### config.mk
export PLATFORM = sky130hd
export DESIGN_NAME = decode_cycle_flat
export DESIGN_NICKNAME = d
export VERILOG_FILES = /design/src/rtl/decode_cycle_if.sv /design/src/rtl/decode_cycle.sv /design/src/flat_wrapper.sv
export SDC_FILE = /design/constraint.sdc
export NUM_CORES = 2
export LEC_CHECK = 0
export CORE_UTILIZATION = 65
export CTS_BUF_LIST = sky130_fd_sc_hd__clkbuf_2 sky130_fd_sc_hd__clkbuf_4 sky130_fd_sc_hd__clkbuf_8
export DETAILED_ROUTE_END_ITERATION = 6
export DONT_BUFFER_PORTS = 1
export HOLD_SLACK_MARGIN = 0.12
export PLACE_DENSITY = 0.82
export SYNTH_ARGS = -nofsm -noshare
export SYNTH_HDL_FRONTEND = slang
export SYNTH_SLANG_ARGS = --single-unit
### constraint.sdc
create_clock -name clk -period 4 [get_ports clk]
set_input_delay 0.6 -clock clk [delete_from_list [all_inputs] [get_ports clk]]
set_output_delay 0.6 -clock clk [all_outputs]
set_load 0.1 [all_outputs]
### src/rtl/decode_cycle_if.sv
// Decode-stage bus: IF/ID inputs, WB write port, hazard output and ID/EX outputs.
interface decode_cycle_if #(
   parameter int unsigned XLEN       = 32,
   parameter int unsigned REG_ADDR_W = 5
);
   // IF/ID register contents
   logic [XLEN-1:0]       InstrD;
   logic [XLEN-1:0]       PCD;
   logic [XLEN-1:0]       PCPlus4D;
   // control from EX and write-back port
   logic                  FlushE;
   logic                  RegWriteW;
   logic [REG_ADDR_W-1:0] RdW;
   logic [XLEN-1:0]       ResultW;
   // hazard request
   logic                  StallD;
   // ID/EX register contents
   logic                  RegWriteE;
   logic                  MemWriteE;
   logic                  JumpE;
   logic                  BranchE;
   logic                  ALUSrcE;
   logic                  ALUSrcAE;
   logic                  IllegalE;
   logic [1:0]            ResultSrcE;
   logic [3:0]            ALUControlE;
   logic [2:0]            Funct3E;
   logic [XLEN-1:0]       RD1E;
   logic [XLEN-1:0]       RD2E;
   logic [XLEN-1:0]       ImmExtE;
   logic [XLEN-1:0]       PCE;
   logic [XLEN-1:0]       PCPlus4E;
   logic [REG_ADDR_W-1:0] Rs1E;
   logic [REG_ADDR_W-1:0] Rs2E;
   logic [REG_ADDR_W-1:0] RdE;

   modport master (
      output InstrD, PCD, PCPlus4D, FlushE, RegWriteW, RdW, ResultW,
      input  StallD,
      input  RegWriteE, MemWriteE, JumpE, BranchE, ALUSrcE, ALUSrcAE, IllegalE,
      input  ResultSrcE, ALUControlE, Funct3E,
      input  RD1E, RD2E, ImmExtE, PCE, PCPlus4E, Rs1E, Rs2E, RdE
   );

   modport slave (
      input  InstrD, PCD, PCPlus4D, FlushE, RegWriteW, RdW, ResultW,
      output StallD,
      output RegWriteE, MemWriteE, JumpE, BranchE, ALUSrcE, ALUSrcAE, IllegalE,
      output ResultSrcE, ALUControlE, Funct3E,
      output RD1E, RD2E, ImmExtE, PCE, PCPlus4E, Rs1E, Rs2E, RdE
   );
endinterface

### src/rtl/decode_cycle.sv
// Instruction-decode stage: register file, control decoder, immediate
// generator, load-use hazard detection and the ID/EX pipeline register.
// Optional feature macro: REGFILE_BYPASS_EN (write-through regfile reads;
// when undefined, a WB-to-D register match stalls instead).
module decode_cycle #(
   parameter int unsigned XLEN       = 32,
   parameter int unsigned REG_ADDR_W = 5
) (
   input  logic          clk,
   input  logic          reset,
   decode_cycle_if.slave dif
);

   localparam int unsigned NREGS = 1 << REG_ADDR_W;

   localparam logic [6:0] OP_R      = 7'b0110011;
   localparam logic [6:0] OP_IALU   = 7'b0010011;
   localparam logic [6:0] OP_LOAD   = 7'b0000011;
   localparam logic [6:0] OP_STORE  = 7'b0100011;
   localparam logic [6:0] OP_BRANCH = 7'b1100011;
   localparam logic [6:0] OP_JAL    = 7'b1101111;
   localparam logic [6:0] OP_JALR   = 7'b1100111;
   localparam logic [6:0] OP_LUI    = 7'b0110111;
   localparam logic [6:0] OP_AUIPC  = 7'b0010111;

   localparam logic [3:0] ALU_ADD  = 4'b0000;
   localparam logic [3:0] ALU_SUB  = 4'b0001;
   localparam logic [3:0] ALU_AND  = 4'b0010;
   localparam logic [3:0] ALU_OR   = 4'b0011;
   localparam logic [3:0] ALU_XOR  = 4'b0100;
   localparam logic [3:0] ALU_SLT  = 4'b0101;
   localparam logic [3:0] ALU_SLTU = 4'b0110;
   localparam logic [3:0] ALU_SLL  = 4'b0111;
   localparam logic [3:0] ALU_SRL  = 4'b1000;
   localparam logic [3:0] ALU_SRA  = 4'b1001;
   localparam logic [3:0] ALU_PASS = 4'b1010;

   logic [XLEN-1:0]       rf [NREGS];

   logic [6:0]            opcode;
   logic [2:0]            funct3;
   logic                  alt;
   logic [REG_ADDR_W-1:0] rs1d;
   logic [REG_ADDR_W-1:0] rs2d;
   logic [REG_ADDR_W-1:0] rdd;

   logic [XLEN-1:0]       rd1;
   logic [XLEN-1:0]       rd2;
   logic [XLEN-1:0]       imm_i, imm_s, imm_b, imm_u, imm_j;
   logic [3:0]            alu_f3;

   logic                  c_regwrite, c_memwrite, c_jump, c_branch;
   logic                  c_alusrc, c_alusrca, c_illegal;
   logic [1:0]            c_resultsrc;
   logic [3:0]            c_alu;
   logic [XLEN-1:0]       c_imm;

   logic                  use_rs2;
   logic                  load_hit;
   logic                  stall;

   assign opcode = dif.InstrD[6:0];
   assign funct3 = dif.InstrD[14:12];
   assign alt    = dif.InstrD[30];
   assign rs1d   = dif.InstrD[19:15];
   assign rs2d   = dif.InstrD[24:20];
   assign rdd    = dif.InstrD[11:7];

   // Immediate formats, all sign-extended from bit 31.
   assign imm_i = {{20{dif.InstrD[31]}}, dif.InstrD[31:20]};
   assign imm_s = {{20{dif.InstrD[31]}}, dif.InstrD[31:25], dif.InstrD[11:7]};
   assign imm_b = {{19{dif.InstrD[31]}}, dif.InstrD[31], dif.InstrD[7],
                   dif.InstrD[30:25], dif.InstrD[11:8], 1'b0};
   assign imm_u = {dif.InstrD[31:12], 12'b0};
   assign imm_j = {{11{dif.InstrD[31]}}, dif.InstrD[31], dif.InstrD[19:12],
                   dif.InstrD[20], dif.InstrD[30:21], 1'b0};

   // Register file read ports; x0 is hard-wired to zero.
   always_comb begin
      rd1 = '0;
      rd2 = '0;
`ifdef REGFILE_BYPASS_EN
      if (rs1d != '0)
         rd1 = (dif.RegWriteW && dif.RdW == rs1d) ? dif.ResultW : rf[rs1d];
      if (rs2d != '0)
         rd2 = (dif.RegWriteW && dif.RdW == rs2d) ? dif.ResultW : rf[rs2d];
`else
      if (rs1d != '0)
         rd1 = rf[rs1d];
      if (rs2d != '0)
         rd2 = rf[rs2d];
`endif
   end

   // Register-register / register-immediate ALU operation from funct3.
   always_comb begin
      alu_f3 = ALU_ADD;
      case (funct3)
         3'b000:  alu_f3 = ALU_ADD;
         3'b001:  alu_f3 = ALU_SLL;
         3'b010:  alu_f3 = ALU_SLT;
         3'b011:  alu_f3 = ALU_SLTU;
         3'b100:  alu_f3 = ALU_XOR;
         3'b101:  alu_f3 = alt ? ALU_SRA : ALU_SRL;
         3'b110:  alu_f3 = ALU_OR;
         default: alu_f3 = ALU_AND;
      endcase
   end

   // Main control decoder; unknown opcodes decode to all-zero controls plus illegal.
   always_comb begin
      c_regwrite  = 1'b0;
      c_memwrite  = 1'b0;
      c_jump      = 1'b0;
      c_branch    = 1'b0;
      c_alusrc    = 1'b0;
      c_alusrca   = 1'b0;
      c_illegal   = 1'b0;
      c_resultsrc = 2'b00;
      c_alu       = ALU_ADD;
      c_imm       = '0;
      case (opcode)
         OP_R: begin
            c_regwrite = 1'b1;
            c_alu      = (funct3 == 3'b000 && alt) ? ALU_SUB : alu_f3;
         end
         OP_IALU: begin
            c_regwrite = 1'b1;
            c_alusrc   = 1'b1;
            c_alu      = alu_f3;
            c_imm      = imm_i;
         end
         OP_LOAD: begin
            c_regwrite  = 1'b1;
            c_alusrc    = 1'b1;
            c_resultsrc = 2'b01;
            c_imm       = imm_i;
         end
         OP_STORE: begin
            c_memwrite = 1'b1;
            c_alusrc   = 1'b1;
            c_imm      = imm_s;
         end
         OP_BRANCH: begin
            c_branch = 1'b1;
            c_alu    = ALU_SUB;
            c_imm    = imm_b;
         end
         OP_JAL: begin
            c_regwrite  = 1'b1;
            c_jump      = 1'b1;
            c_resultsrc = 2'b10;
            c_imm       = imm_j;
         end
         OP_JALR: begin
            c_regwrite  = 1'b1;
            c_jump      = 1'b1;
            c_alusrc    = 1'b1;
            c_resultsrc = 2'b10;
            c_imm       = imm_i;
         end
         OP_LUI: begin
            c_regwrite = 1'b1;
            c_alusrc   = 1'b1;
            c_alu      = ALU_PASS;
            c_imm      = imm_u;
         end
         OP_AUIPC: begin
            c_regwrite = 1'b1;
            c_alusrc   = 1'b1;
            c_alusrca  = 1'b1;
            c_imm      = imm_u;
         end
         default: c_illegal = 1'b1;
      endcase
   end

   // Hazard detection: load in EX (and, without write-through, WB) feeding rs1/rs2.
   always_comb begin
      use_rs2  = (opcode == OP_R) || (opcode == OP_STORE) || (opcode == OP_BRANCH);
      load_hit = (dif.ResultSrcE == 2'b01) && dif.RegWriteE && (dif.RdE != '0) &&
                 ((dif.RdE == rs1d) || (use_rs2 && dif.RdE == rs2d));
`ifdef REGFILE_BYPASS_EN
      stall    = !reset && !dif.FlushE && load_hit;
`else
      stall    = !reset && !dif.FlushE &&
                 (load_hit ||
                  (dif.RegWriteW && (dif.RdW != '0) &&
                   ((dif.RdW == rs1d) || (use_rs2 && dif.RdW == rs2d))));
`endif
   end

   assign dif.StallD = stall;

   // Register file write port from WB; x0 never written.
   always_ff @(posedge clk) begin
      if (reset) begin
         for (int unsigned i = 0; i < NREGS; i++)
            rf[REG_ADDR_W'(i)] <= '0;
      end else if (dif.RegWriteW && dif.RdW != '0) begin
         rf[dif.RdW] <= dif.ResultW;
      end
   end

   // ID/EX register: reset or flush/stall inserts an all-zero bubble.
   always_ff @(posedge clk) begin
      if (reset || dif.FlushE || stall) begin
         dif.RegWriteE   <= 1'b0;
         dif.MemWriteE   <= 1'b0;
         dif.JumpE       <= 1'b0;
         dif.BranchE     <= 1'b0;
         dif.ALUSrcE     <= 1'b0;
         dif.ALUSrcAE    <= 1'b0;
         dif.IllegalE    <= 1'b0;
         dif.ResultSrcE  <= 2'b00;
         dif.ALUControlE <= 4'b0000;
         dif.Funct3E     <= 3'b000;
         dif.RD1E        <= '0;
         dif.RD2E        <= '0;
         dif.ImmExtE     <= '0;
         dif.PCE         <= '0;
         dif.PCPlus4E    <= '0;
         dif.Rs1E        <= '0;
         dif.Rs2E        <= '0;
         dif.RdE         <= '0;
      end else begin
         dif.RegWriteE   <= c_regwrite;
         dif.MemWriteE   <= c_memwrite;
         dif.JumpE       <= c_jump;
         dif.BranchE     <= c_branch;
         dif.ALUSrcE     <= c_alusrc;
         dif.ALUSrcAE    <= c_alusrca;
         dif.IllegalE    <= c_illegal;
         dif.ResultSrcE  <= c_resultsrc;
         dif.ALUControlE <= c_alu;
         dif.Funct3E     <= funct3;
         dif.RD1E        <= rd1;
         dif.RD2E        <= rd2;
         dif.ImmExtE     <= c_imm;
         dif.PCE         <= dif.PCD;
         dif.PCPlus4E    <= dif.PCPlus4D;
         dif.Rs1E        <= rs1d;
         dif.Rs2E        <= rs2d;
         dif.RdE         <= rdd;
      end
   end

endmodule

### src/flat_wrapper.sv
// flat-port wrapper written by rule: the top's interface ports become plain ports
module decode_cycle_flat 
#(
   parameter int unsigned XLEN       = 32,
   parameter int unsigned REG_ADDR_W = 5
)
  (clk, reset, dif_InstrD, dif_PCD, dif_PCPlus4D, dif_FlushE, dif_RegWriteW, dif_RdW, dif_ResultW, dif_StallD, dif_RegWriteE, dif_MemWriteE, dif_JumpE, dif_BranchE, dif_ALUSrcE, dif_ALUSrcAE, dif_IllegalE, dif_ResultSrcE, dif_ALUControlE, dif_Funct3E, dif_RD1E, dif_RD2E, dif_ImmExtE, dif_PCE, dif_PCPlus4E, dif_Rs1E, dif_Rs2E, dif_RdE);
  decode_cycle_if #(.XLEN(XLEN), .REG_ADDR_W(REG_ADDR_W)) dif_i ();
  input  logic clk;
  input  logic reset;
  input wire logic [$bits(dif_i.InstrD)-1:0] dif_InstrD;
  input wire logic [$bits(dif_i.PCD)-1:0] dif_PCD;
  input wire logic [$bits(dif_i.PCPlus4D)-1:0] dif_PCPlus4D;
  input wire logic [$bits(dif_i.FlushE)-1:0] dif_FlushE;
  input wire logic [$bits(dif_i.RegWriteW)-1:0] dif_RegWriteW;
  input wire logic [$bits(dif_i.RdW)-1:0] dif_RdW;
  input wire logic [$bits(dif_i.ResultW)-1:0] dif_ResultW;
  output wire logic [$bits(dif_i.StallD)-1:0] dif_StallD;
  output wire logic [$bits(dif_i.RegWriteE)-1:0] dif_RegWriteE;
  output wire logic [$bits(dif_i.MemWriteE)-1:0] dif_MemWriteE;
  output wire logic [$bits(dif_i.JumpE)-1:0] dif_JumpE;
  output wire logic [$bits(dif_i.BranchE)-1:0] dif_BranchE;
  output wire logic [$bits(dif_i.ALUSrcE)-1:0] dif_ALUSrcE;
  output wire logic [$bits(dif_i.ALUSrcAE)-1:0] dif_ALUSrcAE;
  output wire logic [$bits(dif_i.IllegalE)-1:0] dif_IllegalE;
  output wire logic [$bits(dif_i.ResultSrcE)-1:0] dif_ResultSrcE;
  output wire logic [$bits(dif_i.ALUControlE)-1:0] dif_ALUControlE;
  output wire logic [$bits(dif_i.Funct3E)-1:0] dif_Funct3E;
  output wire logic [$bits(dif_i.RD1E)-1:0] dif_RD1E;
  output wire logic [$bits(dif_i.RD2E)-1:0] dif_RD2E;
  output wire logic [$bits(dif_i.ImmExtE)-1:0] dif_ImmExtE;
  output wire logic [$bits(dif_i.PCE)-1:0] dif_PCE;
  output wire logic [$bits(dif_i.PCPlus4E)-1:0] dif_PCPlus4E;
  output wire logic [$bits(dif_i.Rs1E)-1:0] dif_Rs1E;
  output wire logic [$bits(dif_i.Rs2E)-1:0] dif_Rs2E;
  output wire logic [$bits(dif_i.RdE)-1:0] dif_RdE;
  assign dif_i.InstrD = dif_InstrD;
  assign dif_i.PCD = dif_PCD;
  assign dif_i.PCPlus4D = dif_PCPlus4D;
  assign dif_i.FlushE = dif_FlushE;
  assign dif_i.RegWriteW = dif_RegWriteW;
  assign dif_i.RdW = dif_RdW;
  assign dif_i.ResultW = dif_ResultW;
  assign dif_StallD = dif_i.StallD;
  assign dif_RegWriteE = dif_i.RegWriteE;
  assign dif_MemWriteE = dif_i.MemWriteE;
  assign dif_JumpE = dif_i.JumpE;
  assign dif_BranchE = dif_i.BranchE;
  assign dif_ALUSrcE = dif_i.ALUSrcE;
  assign dif_ALUSrcAE = dif_i.ALUSrcAE;
  assign dif_IllegalE = dif_i.IllegalE;
  assign dif_ResultSrcE = dif_i.ResultSrcE;
  assign dif_ALUControlE = dif_i.ALUControlE;
  assign dif_Funct3E = dif_i.Funct3E;
  assign dif_RD1E = dif_i.RD1E;
  assign dif_RD2E = dif_i.RD2E;
  assign dif_ImmExtE = dif_i.ImmExtE;
  assign dif_PCE = dif_i.PCE;
  assign dif_PCPlus4E = dif_i.PCPlus4E;
  assign dif_Rs1E = dif_i.Rs1E;
  assign dif_Rs2E = dif_i.Rs2E;
  assign dif_RdE = dif_i.RdE;
  decode_cycle #(.XLEN(XLEN), .REG_ADDR_W(REG_ADDR_W)) u_core (.clk(clk), .reset(reset), .dif(dif_i));
endmodule
# [Yosys cells after proc, flatten, opt, wreduce, memory -nomap -nowiden]
# Memories as Yosys holds them, arrays and structs flattened. A register that Yosys moved wholly into a read port is not among the register bits.
# Index checks and enable logic that the tools add are counted.
[word_totals] register_bits=127 ramBits=1024 input_bits=137 out_inout_bits=192 wordCells=93 mem_count=1
[op_classes] eq_ne=20 muxes=21 bitwise=2 n_reduce_logical=33
[memory_table] name="u_core.rf" words=32 width=32 rd=2 rd_clocked_by_memory_dff=2 wr=32 line="decode_cycle.sv:38" text="logic [XLEN-1:0] rf [NREGS];"
[op_table] cell="32-bit one-hot mux with 5 select lines" count=1
[op_table] cell="32-bit 2-to-1 mux" count=1
[op_table] cell="32-bit OR reduction" count=1
[op_table] cell="4-bit one-hot mux with 7 select lines" count=1
[op_table] cell="7-bit by 6-bit equality test with 1-bit output (second input constant)" count=3
[op_table] cell="7-bit equality test (second input constant)" count=3
[op_table] cell="5-bit equality test" count=4
[op_table] cell="5-bit nonzero test" count=4
[op_table] cell="4-bit one-hot mux with 4 select lines" count=1
[op_table] cell="7-bit by 5-bit equality test with 1-bit output (second input constant)" count=2
[op_table] cell="1-bit 2-to-1 mux" count=14
[op_table] cell="1-bit logical AND" count=10
[op_table] cell="3-bit equality test (second input constant)" count=3
[op_table] cell="9-bit OR reduction" count=1
[op_table] cell="2-bit OR reduction" count=4
[op_table] cell="7-bit by 2-bit equality test with 1-bit output (second input constant)" count=1
[op_table] cell="1-bit logical OR" count=7
[op_table] cell="7-bit OR reduction" count=1
[op_table] cell="3-bit by 2-bit equality test with 1-bit output (second input constant)" count=2
[op_table] cell="6-bit OR reduction" count=1
[op_table] cell="5-bit 2-to-1 mux" count=1
[op_table] cell="4-bit 2-to-1 mux" count=1
[op_table] cell="2-bit one-hot mux with 2 select lines" count=1
[op_table] cell="3-bit by 1-bit equality test with 1-bit output (second input constant)" count=1
[op_table] cell="5 further kinds" count=7

# [Longest topological paths before layout]
[depth] depth_word=10 ltp_mapped=11 mapped_depth_nobuf=6

# [Worst setup path before layout]
# Ideal clock, no wire load.
[synth_path] kind="reg-to-output" start="reg u_core.dif.RdE[4]" end="out dif_StallD" arrival_ps=3856 required_ps=3400 setup_slack_ps=-456 stages_incl_launch_ff=6 path_buffers=0 path_cell_list="dfxtp_1 > xnor2_1 > nand3_1 > nor4_1 > o21ai_0 > a21boi_0"
[synth_via] elab_chain_len=6 word_cells_on_any_way=9 classes_between="2 x eq/ne; 7 x reduce/logical"
[synth_lines] element="start: declaration" line="decode_cycle_if.sv:50" text="output RD1E, RD2E, ImmExtE, PCE, PCPlus4E, Rs1E, Rs2E, RdE"
[synth_lines] element="start signal: assignment" line="decode_cycle.sv:244" text="dif.RdE <= rdd;"
[synth_lines] element="5-bit equality test" line="decode_cycle.sv:182" text="((dif.RdE == rs1d) || (use_rs2 && dif.RdE == rs2d));"
[synth_lines] element="1-bit logical AND" line="decode_cycle.sv:182"
[synth_lines] element="1-bit logical OR" line="decode_cycle.sv:182"
[synth_lines] element="1-bit logical AND *" line="decode_cycle.sv:181" text="load_hit = (dif.ResultSrcE == 2'b01) && dif.RegWriteE && (dif.RdE != '0) &&"
[synth_lines] element="1-bit logical OR *" line="decode_cycle.sv:187" text="(load_hit ||"
[synth_lines] element="1-bit logical AND *" line="decode_cycle.sv:186" text="stall = !reset && !dif.FlushE &&"
[synth_lines] element="end: declaration" line="flat_wrapper.sv:18" text="output wire logic [$bits(dif_i.StallD)-1:0] dif_StallD;"
# Mark *: on every way between the ends. The rest lies on a longest branch, timed or not.

# [Worst setup path in the final report]
[layout_path] start="in dif_InstrD[5]" end="out dif_StallD"
[layout_via] elab_chain_len=8 word_cells_on_any_way=13 classes_between="3 x eq/ne; 10 x reduce/logical"
[layout_lines] element="start: declaration" line="flat_wrapper.sv:11" text="input wire logic [$bits(dif_i.InstrD)-1:0] dif_InstrD;"
[layout_lines] element="7-bit by 6-bit equality test with 1-bit output" line="decode_cycle.sv:180" text="use_rs2 = (opcode == OP_R) || (opcode == OP_STORE) || (opcode == OP_BRANCH);"
[layout_lines] element="1-bit logical OR" line="decode_cycle.sv:180"
[layout_lines] element="1-bit logical OR *" line="decode_cycle.sv:180"
[layout_lines] element="1-bit logical AND (on tied branches)" line="decode_cycle.sv:182, decode_cycle.sv:189"
[layout_lines] element="1-bit logical OR (on tied branches)" line="decode_cycle.sv:182, decode_cycle.sv:189"
[layout_lines] element="1-bit logical AND (on tied branches)" line="decode_cycle.sv:181, decode_cycle.sv:188"
[layout_lines] element="1-bit logical OR *" line="decode_cycle.sv:187"
[layout_lines] element="1-bit logical AND *" line="decode_cycle.sv:186"
# Marks and branches as above.

==> results.tsv <==
metric	value	unit
end_kind	output port	
synth_cells	4208	
setup_tns	0	ps
track_usage	0.442	
grt_max_degree	313	
ys_types	52	
htree_num_levels	4	
synth_seq_cells	1215	
cp_cell_sequence	dlygate4sd3_1, nand3_1, a211o_1, nor4_1, o211ai_1, buf_4, a21boi_2, buf_12	
firstDrtPassIters	7	
clk_pin_slew	60	ps
powerDensity	442	mW/mm^2
rsz0062_at_grt	no	
worstSetupPathType	in -> out	
reg2reg_depth	7	
leakage	23.8	nW
yosys_warnings	0	
peakVddDrop	0.000385	V
cts_buffer_depth	3	
io_pins	329	
placement_rows	111	
fin_crit	3940	ps
tightest_slew	1520	ps
n_fill_cell	5534	
syn_area	0.0602	mm^2
cap_violations	1	
holdPathEnd	u_core.dif.RD1E[6]	
timing.final.crit_share	0.985	
vias_per_cell	7.34	
cp.arrival	3340	ps
violations	design-rule violations, max-capacitance violations, max-slew violations	
clk_latency	920	ps
area_growth_syn_to_layout	11.2	%
setup_viol	0	
synth_seq_area_share	0.575	
crit_required	3400	ps
grt_pass1_wl	289	mm
multi_input_area	0.0239	mm^2
clock_sinks	1215	
hp-class	in -> reg	
yosysTopAreaCell	edfxtp_1	
regArea	0.0346	mm^2
fmax	254	MHz
yosys.area.top_type_share	0.511	
gp_routability_congestion	0.890	
core	0.0917	mm^2
die_area	0.0938	mm^2
relSlewSlack	-0.0165	
cts_buffers	190	
grt_pass1_vias	41100	
drive_above_1_share	0.225	
r2r-end	u_core.dif.ALUSrcAE	
synth_flop_cell	edfxtp_1	
hpwlAfterDp	110	mm
die_w	306	um
final_util	0.730	
crit_fanout	6	
cp_top_family	buffers and inverters	
holdCritStartpoint	dif_InstrD[19]	
ys_async_sr_fraction	0	
worstPathBufferInverterCount	3	
globalRoute.totalOverflow	0	
initial_core_util	0.656	
r2r_slack	1270	ps
synthTopCellsByCount	1074 x and2_1, 1024 x edfxtp_1, 438 x mux4_2	
drtIter0Drc	7515	
io_buffers	0	
ant_nets	0	
nNetsFinal	4420	
num_vias	41500	
cp-start-kind	primary input	
wire_per_inst	36.3	um
synth.avg_cell_area	14.3	um^2
reg2reg_from	u_core.dif.RdE[0]	
final_hold_viol_count	0	
synth_area_leaders	edfxtp_1 51%, mux4_2 16%, and2_1 11%	
cp_slowest_cell	dlygate4sd3_1	
cts_root_buffer	clkbuf_8	
maxSlewViolCount	8	
synth-edff-count	1024	
antenna_found_initial	29	
drc_errors	1	
synth.most_common_cell	and2_1	
cpPeakStageDelay	740	ps
hold-path-cell-count	3	
cts_tree	yes	
wl	205	mm
fin_skew	67.4	ps
status	finished with violations	
die_h	306	um
-- power by group --
| part | internal (mW) | switching, mW | leakage [nW] |
|---|---|---|---|
| clock | 6.21 | 5.10 | 2.17 |
| sequential | 14.4 | 0.930 | 11.3 |
| combinational | 1.33 | 1.62 | 10.3 |
-- tightest hold or removal path, stage by stage --
cell and delay, ps:
mux4_2 180, mux2i_1 90, nor3_1 140
-- cell families (layout without fill, tap and decap cells) --
group                     count (synthesis)  after routing  synth area share
buffers and inverters                   436            633            0.0327
DFF                                    1215           1215             0.575
and+or+nand+nor                        1482           1482             0.144
other                                     1             64         0.0000623
xor gates and xnor gates                 21             21           0.00306
muxes                                   649            649             0.199
AOI/OAI and AO/OA                       404            404            0.0463
-- cells in the final DEF, fill, tap and decap left out, types with 6 or more instances in the layout --
cell and count:
mux4_2 438, o311ai_0 12, nor2_1 76, a221o_1 38, xor2_1 8, bufinv_16 7
a22o_1 28, a21oi_1 102, nand3_1 48, conb_1 32, and3_1 7, and2_1 1075
dlygate4sd3_1 139, edfxtp_1 1024, mux2i_1 210, a22oi_1 85, nor3b_1 13, buf_4 124
diode_2 32, nor2b_2 6, clkbuf_4 67, clkinv_1 15, nand3b_1 12, o21ai_0 53
clkinv_2 16, nor2_2 37, xnor2_1 13, nor3_1 69, clkbuf_8 225, buf_12 17
a31oi_1 31, a211oi_1 6, dfxtp_1 191, or2_2 32, nand2_1 82, a221oi_1 36
-- sequential cells by signal (all words and copies together) (netlist names), 2 cells and up --
register                flops
u_core.dif.RD1E            32
u_core.dif.Rs1E             5
u_core.dif.ImmExtE         32
u_core.dif.RD2E            32
u_core.dif.Rs2E             5
u_core.dif.ALUControlE      4
u_core.dif.Funct3E          3
u_core.dif.ResultSrcE       2
u_core.dif.PCPlus4E        32
u_core.dif.PCE             32
u_core.dif.RdE              5
u_core.rf                1024
-- per-stage QoR --
step	area, um^2	hold slack, ps	worst slack (ps)	power (mW)	std cells
after global routing	66800	156	87.0	30.2	5633
after global placement	61100	680	802	17.9	5129
after CTS	66800	123	114	29.3	5620
final	66900	178	61.8	29.6	5654
after floorplan	60300	676	278	17.4	4239
after detailed placement	61100	691	776	18.0	5129
-- worst max-delay path by stage --
stage,startpoint,endpoint,slack (ps),depth (start not counted)
after floorplan,u_core.dif.RdE[4],dif_StallD,280,5
after global placement,dif_InstrD[3],dif_StallD,800,6
after detailed placement,dif_InstrD[3],dif_StallD,780,6
after CTS,dif_InstrD[5],dif_StallD,110,7
after global routing,dif_InstrD[5],dif_StallD,90,7
final,dif_InstrD[5],dif_StallD,60,8
-- timing repair --
| item | in CTS | in global routing |
|---|---|---|
| endpoints found under the hold margin | 1204 | 0 |
| hold buffers | 146 | 0 |
| buffers inserted | 0 | 2 |
| endpoints found under the setup margin | 0 | 1 |
| resized for setup | 0 | 0 |
-- per-layer routing --
metal | vias to the layer above | share of wire | track usage
met4 | 6 | 0.094 | 0.348
li1 | 16100 | - | -
met5 | - | 0.00072 | 0.00879
met1 | 20100 | 0.30 | 0.513
met2 | 4240 | 0.43 | 0.638
met3 | 1091 | 0.17 | 0.200
-- layout make-up --
| class | count | area share |
|---|---|---|
| Timing Repair Buffer | 283 | 0.0410 |
| Multi-Input combinational cell | 2588 | 0.357 |
| Clock inverter | 53 | 0.00761 |
| Clock buffer | 292 | 0.0538 |
| Sequential cell | 1215 | 0.517 |
| Tap cell | 1186 | 0.0222 |
| Inverter | 5 | 0.000281 |
| Antenna cell | 32 | 0.00120 |
No activity file was read; power rests on OpenSTA's default activity.
